===== src/rtl/uart_rx_cmd_decoder_if.sv =====
`default_nettype none
// ============================================================================
// Module      : uart_rx_cmd_decoder_if
// Description : Receiver byte stream in, register-file/ALU execution bus out.
// Revision    : 1.0 - initial release
// ============================================================================
interface uart_rx_cmd_decoder_if #(
    parameter int DATA_WIDTH = 8,
    parameter int ADDR_WIDTH = 4
);
    logic [DATA_WIDTH-1:0] rx_data;
    logic                  rx_valid;
    logic                  rx_par_err;
    logic                  rx_stp_err;
    logic                  cmd_ready;

    logic                  rf_wr_en;
    logic                  rf_rd_en;
    logic [ADDR_WIDTH-1:0] rf_addr;
    logic [DATA_WIDTH-1:0] rf_wr_data;
    logic                  opnd_wr_en;
    logic [DATA_WIDTH-1:0] op_a;
    logic [DATA_WIDTH-1:0] op_b;
    logic                  alu_en;
    logic [3:0]            alu_fun;
    logic                  frame_err;
    logic                  timeout_err;
    logic                  unknown_cmd;
    logic                  overrun_err;

    modport master (
        output rx_data, rx_valid, rx_par_err, rx_stp_err, cmd_ready,
        input  rf_wr_en, rf_rd_en, rf_addr, rf_wr_data, opnd_wr_en,
               op_a, op_b, alu_en, alu_fun,
               frame_err, timeout_err, unknown_cmd, overrun_err
    );

    modport slave (
        input  rx_data, rx_valid, rx_par_err, rx_stp_err, cmd_ready,
        output rf_wr_en, rf_rd_en, rf_addr, rf_wr_data, opnd_wr_en,
               op_a, op_b, alu_en, alu_fun,
               frame_err, timeout_err, unknown_cmd, overrun_err
    );
endinterface
`default_nettype wire


===== src/rtl/uart_rx_cmd_decoder.sv =====
`default_nettype none
// ============================================================================
// Module      : uart_rx_cmd_decoder
// Description : Assembles UART command frames and issues RF/ALU strobes.
// Revision    : 1.0 - initial release
// ============================================================================
module uart_rx_cmd_decoder #(
    parameter int                    DATA_WIDTH  = 8,
    parameter int                    ADDR_WIDTH  = 4,
    parameter int                    TIMEOUT_CYC = 2816,
    parameter int                    CNT_WIDTH   = 16,
    parameter logic [DATA_WIDTH-1:0] CMD_RF_WR   = 8'hAA,
    parameter logic [DATA_WIDTH-1:0] CMD_RF_RD   = 8'hBB,
    parameter logic [DATA_WIDTH-1:0] CMD_ALU_OP  = 8'hCC,
    parameter logic [DATA_WIDTH-1:0] CMD_ALU_NOP = 8'hDD
) (
    input  wire logic               clk,
    input  wire logic               rst,
    uart_rx_cmd_decoder_if.slave    bus
);

    localparam logic [2:0] c_S_IDLE    = 3'd0;
    localparam logic [2:0] c_S_WR_ADDR = 3'd1;
    localparam logic [2:0] c_S_WR_DATA = 3'd2;
    localparam logic [2:0] c_S_RD_ADDR = 3'd3;
    localparam logic [2:0] c_S_OP_A    = 3'd4;
    localparam logic [2:0] c_S_OP_B    = 3'd5;
    localparam logic [2:0] c_S_FUN     = 3'd6;
    localparam logic [2:0] c_S_EXEC    = 3'd7;

    localparam logic [1:0] c_K_WR      = 2'd0;
    localparam logic [1:0] c_K_RD      = 2'd1;
    localparam logic [1:0] c_K_ALU_OP  = 2'd2;
    localparam logic [1:0] c_K_ALU_NOP = 2'd3;

    localparam bit               c_TO_EN    = (TIMEOUT_CYC != 0);
    localparam logic [CNT_WIDTH:0] c_TO_LIMIT =
        (TIMEOUT_CYC > 0) ? (CNT_WIDTH+1)'(TIMEOUT_CYC - 1) : '0;

    logic [2:0]            r_state, w_state_nxt;
    logic [1:0]            r_kind,  w_kind_nxt;
    logic [CNT_WIDTH-1:0]  r_cnt,   w_cnt_nxt;
    logic [CNT_WIDTH:0]    w_cnt_inc;

    logic w_byte_ok, w_byte_bad, w_timeout;
    logic w_ld_addr, w_ld_wdata, w_ld_a, w_ld_b, w_ld_fun;
    logic w_wr_stb, w_rd_stb, w_opnd_stb, w_alu_stb;
    logic w_frame_err, w_timeout_err, w_unknown, w_overrun;

    logic                  r_rf_wr_en, r_rf_rd_en, r_opnd_wr_en, r_alu_en;
    logic [ADDR_WIDTH-1:0] r_rf_addr;
    logic [DATA_WIDTH-1:0] r_rf_wr_data, r_op_a, r_op_b;
    logic [3:0]            r_alu_fun;
    logic                  r_frame_err, r_timeout_err, r_unknown_cmd, r_overrun_err;

    assign w_byte_ok  = bus.rx_valid & ~(bus.rx_par_err | bus.rx_stp_err);
    assign w_byte_bad = bus.rx_valid &  (bus.rx_par_err | bus.rx_stp_err);
    assign w_cnt_inc  = {1'b0, r_cnt} + {{CNT_WIDTH{1'b0}}, 1'b1};
    // Abort fires on the idle cycle whose incremented count lands on the limit.
    assign w_timeout  = c_TO_EN && !bus.rx_valid && (w_cnt_inc >= c_TO_LIMIT);

    always_ff @(posedge clk) begin
        if (rst) begin
            r_state <= c_S_IDLE;
            r_kind  <= c_K_WR;
            r_cnt   <= '0;
        end else begin
            r_state <= w_state_nxt;
            r_kind  <= w_kind_nxt;
            r_cnt   <= w_cnt_nxt;
        end
    end

    always_comb begin
        w_state_nxt   = r_state;
        w_kind_nxt    = r_kind;
        w_cnt_nxt     = r_cnt;
        w_ld_addr     = 1'b0;
        w_ld_wdata    = 1'b0;
        w_ld_a        = 1'b0;
        w_ld_b        = 1'b0;
        w_ld_fun      = 1'b0;
        w_wr_stb      = 1'b0;
        w_rd_stb      = 1'b0;
        w_opnd_stb    = 1'b0;
        w_alu_stb     = 1'b0;
        w_frame_err   = 1'b0;
        w_timeout_err = 1'b0;
        w_unknown     = 1'b0;
        w_overrun     = 1'b0;

        case (r_state)
            c_S_IDLE: begin
                w_cnt_nxt = '0;
                if (w_byte_bad) begin
                    w_frame_err = 1'b1;
                end else if (w_byte_ok) begin
                    if (bus.rx_data == CMD_RF_WR) begin
                        w_state_nxt = c_S_WR_ADDR;
                        w_kind_nxt  = c_K_WR;
                    end else if (bus.rx_data == CMD_RF_RD) begin
                        w_state_nxt = c_S_RD_ADDR;
                        w_kind_nxt  = c_K_RD;
                    end else if (bus.rx_data == CMD_ALU_OP) begin
                        w_state_nxt = c_S_OP_A;
                        w_kind_nxt  = c_K_ALU_OP;
                    end else if (bus.rx_data == CMD_ALU_NOP) begin
                        w_state_nxt = c_S_FUN;
                        w_kind_nxt  = c_K_ALU_NOP;
                    end else begin
                        w_unknown = 1'b1;
                    end
                end
            end

            c_S_EXEC: begin
                w_cnt_nxt = '0;
                w_overrun = bus.rx_valid;
                if (bus.cmd_ready) begin
                    w_state_nxt = c_S_IDLE;
                    case (r_kind)
                        c_K_WR:      w_wr_stb = 1'b1;
                        c_K_RD:      w_rd_stb = 1'b1;
                        c_K_ALU_OP: begin
                            w_opnd_stb = 1'b1;
                            w_alu_stb  = 1'b1;
                        end
                        default:     w_alu_stb = 1'b1;
                    endcase
                end
            end

            default: begin
                if (w_byte_bad) begin
                    w_frame_err = 1'b1;
                    w_state_nxt = c_S_IDLE;
                    w_cnt_nxt   = '0;
                end else if (w_byte_ok) begin
                    w_cnt_nxt = '0;
                    case (r_state)
                        c_S_WR_ADDR: begin
                            w_ld_addr   = 1'b1;
                            w_state_nxt = c_S_WR_DATA;
                        end
                        c_S_WR_DATA: begin
                            w_ld_wdata  = 1'b1;
                            w_state_nxt = c_S_EXEC;
                        end
                        c_S_RD_ADDR: begin
                            w_ld_addr   = 1'b1;
                            w_state_nxt = c_S_EXEC;
                        end
                        c_S_OP_A: begin
                            w_ld_a      = 1'b1;
                            w_state_nxt = c_S_OP_B;
                        end
                        c_S_OP_B: begin
                            w_ld_b      = 1'b1;
                            w_state_nxt = c_S_FUN;
                        end
                        default: begin
                            w_ld_fun    = 1'b1;
                            w_state_nxt = c_S_EXEC;
                        end
                    endcase
                end else if (w_timeout) begin
                    w_timeout_err = 1'b1;
                    w_state_nxt   = c_S_IDLE;
                    w_cnt_nxt     = '0;
                end else begin
                    w_cnt_nxt = w_cnt_inc[CNT_WIDTH-1:0];
                end
            end
        endcase
    end

    always_ff @(posedge clk) begin
        if (rst) begin
            r_rf_wr_en    <= 1'b0;
            r_rf_rd_en    <= 1'b0;
            r_opnd_wr_en  <= 1'b0;
            r_alu_en      <= 1'b0;
            r_rf_addr     <= '0;
            r_rf_wr_data  <= '0;
            r_op_a        <= '0;
            r_op_b        <= '0;
            r_alu_fun     <= '0;
            r_frame_err   <= 1'b0;
            r_timeout_err <= 1'b0;
            r_unknown_cmd <= 1'b0;
            r_overrun_err <= 1'b0;
        end else begin
            r_rf_wr_en    <= w_wr_stb;
            r_rf_rd_en    <= w_rd_stb;
            r_opnd_wr_en  <= w_opnd_stb;
            r_alu_en      <= w_alu_stb;
            r_frame_err   <= w_frame_err;
            r_timeout_err <= w_timeout_err;
            r_unknown_cmd <= w_unknown;
            r_overrun_err <= w_overrun;
            if (w_ld_addr)  r_rf_addr    <= bus.rx_data[ADDR_WIDTH-1:0];
            if (w_ld_wdata) r_rf_wr_data <= bus.rx_data;
            if (w_ld_a)     r_op_a       <= bus.rx_data;
            if (w_ld_b)     r_op_b       <= bus.rx_data;
            if (w_ld_fun)   r_alu_fun    <= bus.rx_data[3:0];
        end
    end

    assign bus.rf_wr_en    = r_rf_wr_en;
    assign bus.rf_rd_en    = r_rf_rd_en;
    assign bus.rf_addr     = r_rf_addr;
    assign bus.rf_wr_data  = r_rf_wr_data;
    assign bus.opnd_wr_en  = r_opnd_wr_en;
    assign bus.op_a        = r_op_a;
    assign bus.op_b        = r_op_b;
    assign bus.alu_en      = r_alu_en;
    assign bus.alu_fun     = r_alu_fun;
    assign bus.frame_err   = r_frame_err;
    assign bus.timeout_err = r_timeout_err;
    assign bus.unknown_cmd = r_unknown_cmd;
    assign bus.overrun_err = r_overrun_err;

endmodule
`default_nettype wire


===== src/flat_wrapper.sv =====
// flat-port wrapper written by rule: the top's interface ports become plain ports
module uart_rx_cmd_decoder_flat 
#(
    parameter int                    DATA_WIDTH  = 8,
    parameter int                    ADDR_WIDTH  = 4,
    parameter int                    TIMEOUT_CYC = 2816,
    parameter int                    CNT_WIDTH   = 16,
    parameter logic [DATA_WIDTH-1:0] CMD_RF_WR   = 8'hAA,
    parameter logic [DATA_WIDTH-1:0] CMD_RF_RD   = 8'hBB,
    parameter logic [DATA_WIDTH-1:0] CMD_ALU_OP  = 8'hCC,
    parameter logic [DATA_WIDTH-1:0] CMD_ALU_NOP = 8'hDD
)
  (clk, rst, bus_rx_data, bus_rx_valid, bus_rx_par_err, bus_rx_stp_err, bus_cmd_ready, bus_rf_wr_en, bus_rf_rd_en, bus_rf_addr, bus_rf_wr_data, bus_opnd_wr_en, bus_op_a, bus_op_b, bus_alu_en, bus_alu_fun, bus_frame_err, bus_timeout_err, bus_unknown_cmd, bus_overrun_err);
  uart_rx_cmd_decoder_if #(.DATA_WIDTH(DATA_WIDTH), .ADDR_WIDTH(ADDR_WIDTH)) bus_i ();
  input  wire logic clk;
  input  wire logic rst;
  input wire logic [$bits(bus_i.rx_data)-1:0] bus_rx_data;
  input wire logic [$bits(bus_i.rx_valid)-1:0] bus_rx_valid;
  input wire logic [$bits(bus_i.rx_par_err)-1:0] bus_rx_par_err;
  input wire logic [$bits(bus_i.rx_stp_err)-1:0] bus_rx_stp_err;
  input wire logic [$bits(bus_i.cmd_ready)-1:0] bus_cmd_ready;
  output wire logic [$bits(bus_i.rf_wr_en)-1:0] bus_rf_wr_en;
  output wire logic [$bits(bus_i.rf_rd_en)-1:0] bus_rf_rd_en;
  output wire logic [$bits(bus_i.rf_addr)-1:0] bus_rf_addr;
  output wire logic [$bits(bus_i.rf_wr_data)-1:0] bus_rf_wr_data;
  output wire logic [$bits(bus_i.opnd_wr_en)-1:0] bus_opnd_wr_en;
  output wire logic [$bits(bus_i.op_a)-1:0] bus_op_a;
  output wire logic [$bits(bus_i.op_b)-1:0] bus_op_b;
  output wire logic [$bits(bus_i.alu_en)-1:0] bus_alu_en;
  output wire logic [$bits(bus_i.alu_fun)-1:0] bus_alu_fun;
  output wire logic [$bits(bus_i.frame_err)-1:0] bus_frame_err;
  output wire logic [$bits(bus_i.timeout_err)-1:0] bus_timeout_err;
  output wire logic [$bits(bus_i.unknown_cmd)-1:0] bus_unknown_cmd;
  output wire logic [$bits(bus_i.overrun_err)-1:0] bus_overrun_err;
  assign bus_i.rx_data = bus_rx_data;
  assign bus_i.rx_valid = bus_rx_valid;
  assign bus_i.rx_par_err = bus_rx_par_err;
  assign bus_i.rx_stp_err = bus_rx_stp_err;
  assign bus_i.cmd_ready = bus_cmd_ready;
  assign bus_rf_wr_en = bus_i.rf_wr_en;
  assign bus_rf_rd_en = bus_i.rf_rd_en;
  assign bus_rf_addr = bus_i.rf_addr;
  assign bus_rf_wr_data = bus_i.rf_wr_data;
  assign bus_opnd_wr_en = bus_i.opnd_wr_en;
  assign bus_op_a = bus_i.op_a;
  assign bus_op_b = bus_i.op_b;
  assign bus_alu_en = bus_i.alu_en;
  assign bus_alu_fun = bus_i.alu_fun;
  assign bus_frame_err = bus_i.frame_err;
  assign bus_timeout_err = bus_i.timeout_err;
  assign bus_unknown_cmd = bus_i.unknown_cmd;
  assign bus_overrun_err = bus_i.overrun_err;
  uart_rx_cmd_decoder #(.DATA_WIDTH(DATA_WIDTH), .ADDR_WIDTH(ADDR_WIDTH), .TIMEOUT_CYC(TIMEOUT_CYC), .CNT_WIDTH(CNT_WIDTH), .CMD_RF_WR(CMD_RF_WR), .CMD_RF_RD(CMD_RF_RD), .CMD_ALU_OP(CMD_ALU_OP), .CMD_ALU_NOP(CMD_ALU_NOP)) u_core (.clk(clk), .rst(rst), .bus(bus_i));
endmodule

===== config.mk =====
export PLATFORM = sky130hd
export DESIGN_NAME = uart_rx_cmd_decoder_flat
export DESIGN_NICKNAME = d
export VERILOG_FILES = /design/src/rtl/uart_rx_cmd_decoder_if.sv /design/src/rtl/uart_rx_cmd_decoder.sv /design/src/flat_wrapper.sv
export SDC_FILE = /design/constraint.sdc
export NUM_CORES = 1
export LEC_CHECK = 0
export ABC_AREA = 1
export BUFFER_PORTS_ARGS = -buffer_cell sky130_fd_sc_hd__buf_2
export CORE_MARGIN = 3
export CORE_UTILIZATION = 49
export DETAILED_ROUTE_END_ITERATION = 10
export GPL_TIMING_DRIVEN = 0
export PLACE_DENSITY = 0.73
export SLEW_MARGIN = 20
export SYNTH_ARGS = -nofsm -noshare
export SYNTH_HDL_FRONTEND = slang
export SYNTH_SLANG_ARGS = --single-unit

===== constraint.sdc =====
create_clock -name clk -period 1.6 [get_ports clk]
set_input_delay 0.32 -clock clk [delete_from_list [all_inputs] [get_ports clk]]
set_output_delay 0.32 -clock clk [all_outputs]
set_load 0.005 [all_outputs]

==> impl_metrics.env <==
export IMPL_reg2regPathDepth=13
export IMPL_finClkSkew_ns=0.00618
export IMPL_yosys_register_bits=61
export IMPL_syn_area_per_cell_um2=7.19
export IMPL_hp_class="input pin to flip-flop"
export IMPL_relSlewSlack_pct=66.4
export IMPL_yosysWarnings=0
export IMPL_post_route_min_period_ns=1.91
export IMPL_grt_pass1_wl_um=10400
export IMPL_hold_depth=2
export IMPL_final_period_utilization_pct=120
export IMPL_diodes=0
export IMPL_grt_max_degree=12
export IMPL_grt_usage_pct=20.7
export IMPL_clk_latency_ns=0.34
export IMPL_final_area_mm2=0.00360
export IMPL_syn_to_final_growth_pct=32.9
export IMPL_ir_worst_vdd_mv=0.832
export IMPL_required_ns=1.84
export IMPL_fin_ws_ns=-0.314
export IMPL_seq_area_mm2=0.00124
export IMPL_chipWidth_um=80.4
export IMPL_switching_power_mw=1.10
export IMPL_overflow=0
export IMPL_cts_root_buf="clkbuf_8"
export IMPL_drive_above_1_share_pct=29.9
export IMPL_coreArea_mm2=0.00524
export IMPL_syn_area_mm2=0.00271
export IMPL_internal_power_mw=2.94
export IMPL_cts_sinks=61
export IMPL_dp_slack_ns=-0.486
export IMPL_first_pass_iters=4
export IMPL_seqPwrFrac_pct=41.3
export IMPL_synth_area_leader_cell="dfxtp_1"
export IMPL_hold_viol_final=0
export IMPL_cp_arrival_ns=2.15
export IMPL_ant_nets=0
export IMPL_portBuffers=53
export IMPL_cts_max_path_buffers=2
export IMPL_fin_nets=469
export IMPL_htree_num_levels=3
export IMPL_via_per_inst=4.94
export IMPL_placed_area_mm2=0.00309
export IMPL_wl_per_cell_um=12.3
export IMPL_yosysSeqAreaShare_pct=45.1
export IMPL_die_h_um=80.4
export IMPL_initial_core_util_pct=51.7
export IMPL_setup_tns_ns=-4.41
export IMPL_worstSetupPathType="flip-flop to flip-flop"
export IMPL_share_comb_of_total_power_pct=15.8
export IMPL_holdBufCountCts=0
export IMPL_power_leakage_nw=1.62
export IMPL_timing_hold_ws_ns=0.201
export IMPL_fillers=449
export IMPL_clk_pin_slew_ns=0.07
export IMPL_multi_input_comb_area_mm2=0.00150
export IMPL_drv_cap=0
export IMPL_rows=26
export IMPL_violations="negative setup slack"
export IMPL_io_pins=54
export IMPL_drc=0
export IMPL_cp_max_fo=4
export IMPL_grt_pass1_vias=2314
export IMPL_cts_tree="built"
export IMPL_initialDrtViolationCount=139
export IMPL_layout_cells_non_filler=528
export IMPL_status="finished, violations left"
export IMPL_setup_viol=16
export IMPL_fmax_mhz=522
export IMPL_gp_congestion=0.817
export IMPL_crit_path_end_kind="flip-flop"
export IMPL_placed_cells_incl_taps=503
export IMPL_synth_area_leaders="dfxtp_1, nor2_1, nand2_1"
export IMPL_fp_dieArea_mm2=0.00646
export IMPL_p_sw_share_pct=27.3
export IMPL_rsz0062_at_grt="yes"
export IMPL_finalMaxSlewViolations=0
export IMPL_syn_inst=377
export IMPL_grt_antenna_before_repair=0
export IMPL_pwr_share_clk_pct=42.9
export IMPL_wirelength_um=6520
export IMPL_start_kind="flip-flop"
export IMPL_cts_buffers=9
export IMPL_via_count=2606
export IMPL_ys_types=33
export IMPL_p_per_area_mw_per_mm2=1120
export IMPL_hpwl_um=4530
export IMPL_synth_top_area_share_pct=45.1
export IMPL_tightest_slew_ns=0.500
-- placed cells by master (no fill, tap or decap), drive strengths merged, types with 2 or more instances in the layout --
cell	count
o21ai	36
dfxtp	61
nand3	20
o31ai	2
clkbuf	14
nor3	15
xor2	4
nand2	65
bufinv	3
clkinv	2
buf	63
conb	4
inv	39
nor2	108
ha	2
a21oi	5
nand4	7
nor4	2
-- worst paths after layout --
kind / start / endpoint / slack, ns
setup / recovery: u_core.r_cnt[0] / u_core.r_state[0] / -0.31
hold / removal: rst / u_core.r_state[1] / 0.20
hold reg to reg: u_core.r_cnt[0] / u_core.r_cnt[0] / 0.46
setup reg to reg: u_core.r_cnt[0] / u_core.r_state[0] / -0.31
-- cell type report --
cell class	count	share of cell area [%]
Multi-Input combinational cell	275	41.7
Sequential cell	61	34.5
Timing Repair Buffer	62	9.34
Clock buffer	11	4.20
Inverter	40	4.20
Clock inverter	5	2.95
Tap cell	70	2.43
Buffer	4	0.729
-- power by group through the flow --
stage	Clock (mW)	Combinational, mW	Sequential, mW
final	1.74	0.639	1.67
after global routing	1.84	0.715	1.67
after CTS	1.77	0.572	1.66
after detailed placement	0	0.554	1.70
after global placement	0	0.546	1.70
after floorplan	0	0.390	1.69
-- through the flow --
stage	util (%)	power (mW)
5_1_grt	68.8	4.23
6_report	68.8	4.04
2_1_floorplan	-	2.08
4_1_cts	65.5	4.00
3_3_place_gp	59.1	2.24
3_5_place_dp	59.1	2.26
-- state kept, by name, indices dropped and copies added (netlist names), 2 cells and up --
| name | count |
|---|---|
| u_core.r_cnt | 16 |
| u_core.r_kind | 2 |
| u_core.bus.op_a | 8 |
| u_core.r_state | 3 |
| u_core.bus.op_b | 8 |
| u_core.bus.alu_fun | 4 |
| u_core.bus.rf_wr_data | 8 |
| u_core.bus.rf_addr | 4 |
-- cells by family (layout without fill, tap and decap cells) --
family	Yosys count	in the layout	synth area share (%)
AO/OA/AOI/OAI	46	46	9.33
adder cells (fa/ha/maj)	2	2	0.923
buffers and inverters	44	122	6.37
AND/OR/NAND/NOR	219	219	36.9
other	1	4	0.138
XOR/XNOR	4	4	1.29
flip-flops	61	61	45.1
-- critical path, stage by stage (launching register included) --
cell,delay (ns)
dfxtp_4,0.36
ha_4,0.19
nor2_1,0.21
nor2_1,0.11
nand3_1,0.13
nor2_1,0.07
nand3_1,0.07
nand2_1,0.09
o21ai_4,0.21
nand3_4,0.13
nand3_4,0.10
nand2_2,0.05
nand2_1,0.05
nor2_1,0.04
-- repair_timing --
action	CTS	global route
hold endpoints to repair	0	0
cloned	0	0
pin swaps	2	16
buffers inserted	1	8
setup endpoints to repair	28	35
resized for setup	18	29
-- routing by layer --
| layer | track usage, % | part of all wire, % | up-vias |
|---|---|---|---|
| met5 | 0 | 0 | - |
| met4 | 6.59 | 1.3 | 0 |
| met3 | 7.51 | 6.1 | 7 |
| met2 | 33.4 | 49 | 56 |
| met1 | 25.5 | 43 | 1189 |
| li1 | - | - | 1354 |
-- cells in the mapped netlist --
| library cell | number |
|---|---|
| a211oi_1 | 1 |
| buf_6 | 1 |
| xor2_1 | 4 |
| o21bai_1 | 1 |
| inv_1 | 39 |
| ha_1 | 2 |
| a31oi_1 | 1 |
| conb_1 | 1 |
| nand2_1 | 63 |
| clkinv_1 | 1 |
| o21ai_1 | 1 |
| nor2_1 | 94 |
| clkbuf_1 | 3 |
| nor3_2 | 2 |
| nor3_1 | 13 |
| nor4_1 | 2 |
| a21oi_2 | 2 |
| or2_2 | 1 |
| nand4_2 | 1 |
| nor2_4 | 2 |
| nand2_4 | 1 |
| nor2_8 | 1 |
| nand4_1 | 6 |
| nor2_2 | 11 |
| a21oi_1 | 3 |
| dfxtp_1 | 61 |
| o21ai_0 | 34 |
| nand3b_1 | 1 |
| nand2_2 | 1 |
| nand3_2 | 4 |
| nand3_1 | 16 |
| o31ai_1 | 2 |
| o21ai_2 | 1 |
(Power assumes the default switching activity.)
